File: src/rtl/pong_game_ctrl.sv
// Per-frame Pong sequencer: paddle positions from ADC samples, ball motion, bounces,
// scoring and the serve/play/game-over flow. Outputs only move on frame_tick.
module pong_game_ctrl #(
  parameter int H_ACTIVE     = 640,
  parameter int V_ACTIVE     = 480,
  parameter int BAR_W        = 10,
  parameter int BAR_H        = 40,
  parameter int BALL_SPEED   = 2,
  parameter int SERVE_FRAMES = 60,
  parameter int WIN_SCORE    = 9
) (
  input  logic        clk,
  input  logic        reset_n,
  input  logic        i_frame_tick,
  input  logic [11:0] i_adc1_val,
  input  logic        i_adc1_valid,
  input  logic [11:0] i_adc2_val,
  input  logic        i_adc2_valid,
  input  logic        i_start_btn,
  output logic [15:0] o_pongbar1_y,
  output logic [15:0] o_pongbar2_y,
  output logic [15:0] o_bal_x,
  output logic [15:0] o_bal_y,
  output logic [3:0]  o_score1,
  output logic [3:0]  o_score2,
  output logic [2:0]  o_game_state
);

  localparam logic [2:0] S_IDLE     = 3'd0;
  localparam logic [2:0] S_SERVE    = 3'd1;
  localparam logic [2:0] S_PLAY     = 3'd2;
  localparam logic [2:0] S_POINT    = 3'd3;
  localparam logic [2:0] S_GAMEOVER = 3'd4;

  localparam int               CNT_W    = $clog2(SERVE_FRAMES + 1);
  localparam logic [CNT_W-1:0] CNT_LAST = CNT_W'(SERVE_FRAMES - 1);

  localparam logic [9:0]  PAD_MAX   = 10'(V_ACTIVE - BAR_H);
  localparam logic [11:0] SAMP_CLIP = 12'((V_ACTIVE - BAR_H) * 8);
  localparam logic [9:0]  BAR_H_V   = 10'(BAR_H);
  localparam logic [9:0]  X_CTR     = 10'(H_ACTIVE / 2);
  localparam logic [9:0]  Y_CTR     = 10'(V_ACTIVE / 2);
  localparam logic [9:0]  X_LEFT    = 10'(BAR_W);
  localparam logic [9:0]  X_RIGHT   = 10'(H_ACTIVE - BAR_W - 1);
  localparam logic [9:0]  Y_MAX     = 10'(V_ACTIVE - 1);
  localparam logic [3:0]  WIN       = 4'(WIN_SCORE);

  localparam logic signed [12:0] STEP     = 13'(BALL_SPEED);
  localparam logic signed [12:0] NX_LEFT  = 13'(BAR_W);
  localparam logic signed [12:0] NX_RIGHT = 13'(H_ACTIVE - BAR_W - 1);
  localparam logic signed [12:0] NY_MAX   = 13'(V_ACTIVE - 1);

  logic [11:0]      r_samp1, r_samp2;
  logic [9:0]       r_pad1, r_pad2;
  logic [9:0]       r_bal_x, r_bal_y;
  logic             r_dx, r_dy;
  logic [3:0]       r_score1, r_score2;
  logic [2:0]       r_state;
  logic [CNT_W-1:0] r_frame_cnt;
  logic             r_start_d;

  logic [11:0]      w_src1, w_src2;
  logic [9:0]       w_pad1_n, w_pad2_n;
  logic             w_edge, w_hit1, w_hit2;
  logic signed [12:0] w_nx, w_ny;
  logic [9:0]       w_bal_x_n, w_bal_y_n;
  logic             w_dx_n, w_dy_n;
  logic [3:0]       w_score1_n, w_score2_n;
  logic [2:0]       w_state_n;
  logic [CNT_W-1:0] w_cnt_n;

  // A strobe arriving on the tick cycle bypasses the held sample.
  assign w_src1   = i_adc1_valid ? i_adc1_val : r_samp1;
  assign w_src2   = i_adc2_valid ? i_adc2_val : r_samp2;
  assign w_pad1_n = (w_src1 >= SAMP_CLIP) ? PAD_MAX : {1'b0, w_src1[11:3]};
  assign w_pad2_n = (w_src2 >= SAMP_CLIP) ? PAD_MAX : {1'b0, w_src2[11:3]};

  assign w_edge = i_start_btn & ~r_start_d;

  // Hit test uses the pre-move ball row against the paddles registered before this tick.
  assign w_hit1 = (r_bal_y >= r_pad1) && (r_bal_y < r_pad1 + BAR_H_V);
  assign w_hit2 = (r_bal_y >= r_pad2) && (r_bal_y < r_pad2 + BAR_H_V);

  assign w_nx = r_dx ? ($signed({3'b000, r_bal_x}) + STEP) : ($signed({3'b000, r_bal_x}) - STEP);
  assign w_ny = r_dy ? ($signed({3'b000, r_bal_y}) + STEP) : ($signed({3'b000, r_bal_y}) - STEP);

  always_comb begin
    w_bal_x_n  = r_bal_x;
    w_bal_y_n  = r_bal_y;
    w_dx_n     = r_dx;
    w_dy_n     = r_dy;
    w_score1_n = r_score1;
    w_score2_n = r_score2;
    w_state_n  = r_state;
    w_cnt_n    = r_frame_cnt;
    case (r_state)
      S_IDLE: begin
        if (w_edge) begin
          w_state_n = S_SERVE;
          w_cnt_n   = '0;
        end
      end
      S_SERVE: begin
        if (i_frame_tick) begin
          w_bal_x_n = X_CTR;
          w_bal_y_n = Y_CTR;
          if (r_frame_cnt == CNT_LAST) begin
            w_state_n = S_PLAY;
            w_dy_n    = 1'b1;
            w_cnt_n   = '0;
          end else begin
            w_cnt_n = r_frame_cnt + 1'b1;
          end
        end
      end
      S_PLAY: begin
        if (i_frame_tick) begin
          if (w_ny <= 13'sd0) begin
            w_bal_y_n = '0;
            w_dy_n    = 1'b1;
          end else if (w_ny >= NY_MAX) begin
            w_bal_y_n = Y_MAX;
            w_dy_n    = 1'b0;
          end else begin
            w_bal_y_n = w_ny[9:0];
          end
          w_bal_x_n = w_nx[9:0];
          // On a miss the ball keeps its overshoot position until POINT recentres it.
          if (!r_dx && (w_nx < NX_LEFT)) begin
            if (w_hit1) begin
              w_bal_x_n = X_LEFT;
              w_dx_n    = 1'b1;
            end else begin
              if (r_score2 < WIN) w_score2_n = r_score2 + 1'b1;
              w_dx_n    = 1'b0;
              w_state_n = S_POINT;
            end
          end else if (r_dx && (w_nx > NX_RIGHT)) begin
            if (w_hit2) begin
              w_bal_x_n = X_RIGHT;
              w_dx_n    = 1'b0;
            end else begin
              if (r_score1 < WIN) w_score1_n = r_score1 + 1'b1;
              w_dx_n    = 1'b1;
              w_state_n = S_POINT;
            end
          end
        end
      end
      S_POINT: begin
        // dx already points at the loser, so it also identifies the scorer.
        if (i_frame_tick) begin
          w_bal_x_n = X_CTR;
          w_bal_y_n = Y_CTR;
          w_cnt_n   = '0;
          w_state_n = ((r_dx ? r_score1 : r_score2) == WIN) ? S_GAMEOVER : S_SERVE;
        end
      end
      S_GAMEOVER: begin
        if (w_edge) begin
          w_score1_n = '0;
          w_score2_n = '0;
          w_dx_n     = 1'b1;
          w_state_n  = S_SERVE;
          w_cnt_n    = '0;
        end
      end
      default: begin
        w_state_n = S_IDLE;
      end
    endcase
  end

  always_ff @(posedge clk or negedge reset_n) begin
    if (!reset_n) begin
      r_samp1     <= '0;
      r_samp2     <= '0;
      r_pad1      <= PAD_MAX >> 1;
      r_pad2      <= PAD_MAX >> 1;
      r_bal_x     <= X_CTR;
      r_bal_y     <= Y_CTR;
      r_dx        <= 1'b1;
      r_dy        <= 1'b1;
      r_score1    <= '0;
      r_score2    <= '0;
      r_state     <= S_IDLE;
      r_frame_cnt <= '0;
      r_start_d   <= 1'b0;
    end else begin
      r_start_d <= i_start_btn;
      if (i_adc1_valid) r_samp1 <= i_adc1_val;
      if (i_adc2_valid) r_samp2 <= i_adc2_val;
      if (i_frame_tick) begin
        r_pad1 <= w_pad1_n;
        r_pad2 <= w_pad2_n;
      end
      r_bal_x     <= w_bal_x_n;
      r_bal_y     <= w_bal_y_n;
      r_dx        <= w_dx_n;
      r_dy        <= w_dy_n;
      r_score1    <= w_score1_n;
      r_score2    <= w_score2_n;
      r_state     <= w_state_n;
      r_frame_cnt <= w_cnt_n;
    end
  end

  assign o_pongbar1_y = {6'b0, r_pad1};
  assign o_pongbar2_y = {6'b0, r_pad2};
  assign o_bal_x      = {6'b0, r_bal_x};
  assign o_bal_y      = {6'b0, r_bal_y};
  assign o_score1     = r_score1;
  assign o_score2     = r_score2;
  assign o_game_state = r_state;

endmodule

File: config.mk
export PLATFORM = sky130hd
export DESIGN_NAME = pong_game_ctrl
export DESIGN_NICKNAME = d
export VERILOG_FILES = /design/src/rtl/pong_game_ctrl.sv
export SDC_FILE = /design/constraint.sdc
export NUM_CORES = 1
export LEC_CHECK = 0
export BUFFER_PORTS_ARGS = -buffer_cell sky130_fd_sc_hd__buf_2
export CAP_MARGIN = 0
export CORE_MARGIN = 2
export CORE_UTILIZATION = 51
export DETAILED_ROUTE_END_ITERATION = 16
export PLACE_DENSITY = 0.76
export REMOVE_ABC_BUFFERS = 1
export SYNTH_ARGS = -nofsm -noshare
export SYNTH_HDL_FRONTEND = slang
export SYNTH_SLANG_ARGS = --single-unit
File: constraint.sdc
create_clock -name clk -period 2.6 [get_ports clk]
set_input_delay 0.52 -clock clk [delete_from_list [all_inputs] [get_ports clk]]
set_output_delay 0.52 -clock clk [all_outputs]
set_load 0.005 [all_outputs]
==> impl_results.md <==
- Place WS: -0.391 ns
- HP Class: in -> async
- Synth Cell Area: 5300 sq um
- Final number of hold-violating endpoints: 0
- Max Clk Rate: 338 MHz
- Clock buffer depth: 2
- Async set-reset flop share out of synthesis: 1.00
- Vias: 5032
- Synth top area share: 0.274
- Floorplan core area: 10200 sq um
- Unrepaired setup endpoints after global routing: yes
- Fin util: 0.700
- Period utilization: 1.14
- Routed wire length per instance: 16.2 microns
- IO Count: 105
- Max FO, Critical Path: 8
- Footprint of the multi-input gates: 3400 sq um
- Clock sink count: 76
- Final total power: 0.00309 W
- Slew @ Worst Pin: 0.661 ns
- Initial antenna violation count: 0
- Post-synth top area cell: dfrtp_1
- Pin count of the biggest net entering global routing: 77
- Cells after Synth: 577
- Clock Tree Root: clkbuf_8
- Reg-to-reg slack, setup: -0.36 ns
- Port bufs: 72
- Post-synth top flop: dfrtp_1
- Grt ovf: 0
- Most common cell in the netlist: dfrtp_1
- Fin. max-slew vios: 0
- Fillers: 769
- DR iter-0 viols: 361
- CTS Buf Count: 9
- Yosys reg bits: 76
- Register area: 1920 sq um
- Seq/Total Area, Yosys: 0.363
- Chip width: 106 microns
- Final Wtd Congestion: 0.902
- Remaining DRCs: 0
- First-pass GRT wire length: 23100 microns
- DRT antenna net count: 0
- Slew Limit Headroom: 0.559
- YS warnings: 0
- Post-route setup TNS: -5.53 ns
- Post-synth top cells: dfrtp_1, ha_1, nand2_1
- Area Growth Syn to Fin: 34.5%
- Kind of end point of the critical path: flip-flop
- TritonCTS clock tree: done
- Die area: 11200 sq um
- Ant diodes: 0
- Ranking of synthesized cells by area: dfrtp_1, ha_1, dfstp_2
- Power per Cell Area: 434 nW/um^2
- Routed wire length: 14600 microns
- Nets: 830
- GRT Total Usage: 0.255
- Worst r2r src: r_bal_x[2]
- Worst EP arrival: 3.25 ns
- Pleak: 3.33 nW
- Critical path launch point type: flip-flop
- R2R depth: 10
- Post-synth EDFFs: 0
- DRT Pass-1 Iters: 5
- Number of library cell types mapped by synthesis: 65
- Initial Util: 0.521
- H-tree depth: 3
- Crit Path Class: reg -> reg
- Die outline height: 106 microns
- Share of cells above drive strength 1: 0.415
- Reg-to-Reg End: o_score1[2]
- Vias per cell: 5.60
- Skew-Pair Late Insertion Delay: 0.37 ns
- Status: complete, but fails checks
- Clock skew: 0.0134 ns
- Clock transition at path regs: 0.08 ns
- Max_cap viols: 0
- Peak supply drop: 0.528 mV
- Final min period: 2.96 ns
- Required time worst endpoint: 2.89 ns
- Failing checks: setup timing
- Vias in the first global route: 4832
- Hpwl dp: 10300 microns
- Worst Slack Setup Final: -0.360 ns
- Syn_area_per_cell: 9.19 sq um
- Row count: 37
- Setup violators final: 30
worst max-delay path, stage by stage, from the launching register on:
cell      delay, ns
dfrtp_1        0.41
buf_6          0.15
nor4_1         0.47
or3_1          0.22
o211ai_1       0.14
nor4_4         0.33
o311ai_4       0.16
buf_4          0.17
or3_4          0.39
or3_1          0.34
a21oi_2        0.12
registers in the layout, indices dropped and copies added (netlist names):
register,count
o_game_state,3
r_frame_cnt,6
r_samp1,9
r_bal_y,10
o_score1,4
r_bal_x,10
r_pad1,9
r_dy,1
r_start_d,1
r_dx,1
o_score2,4
r_pad2,9
r_samp2,9
cells in the final DEF, fill, tap and decap left out, drive strengths merged, types with 16 or more instances in the layout:
master	count
buf	191
ha	43
a21oi	24
dfstp	18
nor2	32
o21ai	42
inv	43
conb	26
nor3	19
dfrtp	58
nand2	43
mux2	16
power by group:
group / leakage, nW / total (W) / internal [W] / switching (W)
Sequential: 0.924 / 0.00137 / 0.00130 / 0.0000752
Combinational: 2.32 / 0.000839 / 0.000411 / 0.000428
Clock: 0.0892 / 0.000881 / 0.000404 / 0.000476
Total: 3.33 / 0.00309 / 0.00211 / 0.000980
logic make-up (layout without fill, tap and decap cells):
kind of cell / after synthesis / in the layout / share of synthesized area
flip-flops: 76 / 76 / 0.363
buffers and inverters: 89 / 249 / 0.0824
AO/OA/AOI/OAI: 151 / 151 / 0.196
adder cells (fa/ha/maj): 43 / 43 / 0.101
other: 1 / 26 / 0.000707
multiplexers: 24 / 24 / 0.0491
AND/OR/NAND/NOR: 171 / 171 / 0.171
XOR/XNOR: 22 / 22 / 0.0363
layer usage:
metal / global-route usage / share of wire
met1: 0.338 / 0.44
met2: 0.430 / 0.49
met3: 0.0466 / 0.057
met4: 0.0724 / 0.018
met5: 0 / 0
metrics by stage:
stage	instance area (sq um)	instances	hold WS, ns
floorplan	5120	555	0.224
global placement	6370	858	0.467
detailed placement	6370	858	0.479
CTS	6820	881	0.182
global route	7130	898	0.208
finish	7130	898	0.184
how the worst max path moves through the flow:
stage	start	to
after floorplan	r_bal_x[1]	o_score2[2]
after global placement	r_bal_x[1]	o_score1[2]
after detailed placement	r_bal_y[5]	o_score1[2]
after CTS	r_bal_x[1]	o_score1[2]
after global routing	r_bal_x[2]	o_score1[2]
final	r_bal_x[2]	o_score1[2]
area by class of cell:
type | instances | area share
clock inverters | 4 | 0.00456
multi-input cells | 437 | 0.476
inverters | 42 | 0.0221
well taps | 136 | 0.0239
clock buffers | 12 | 0.0218
repair buffers | 191 | 0.182
flip-flops and latches | 76 | 0.270
timing repair:
item,CTS,global route
buffers inserted,7,17
setup endpoints to repair,30,30
pin swaps,17,12
resized for setup,50,40
hold buffers,0,0
cloned,0,0
(Power assumes the default switching activity.)
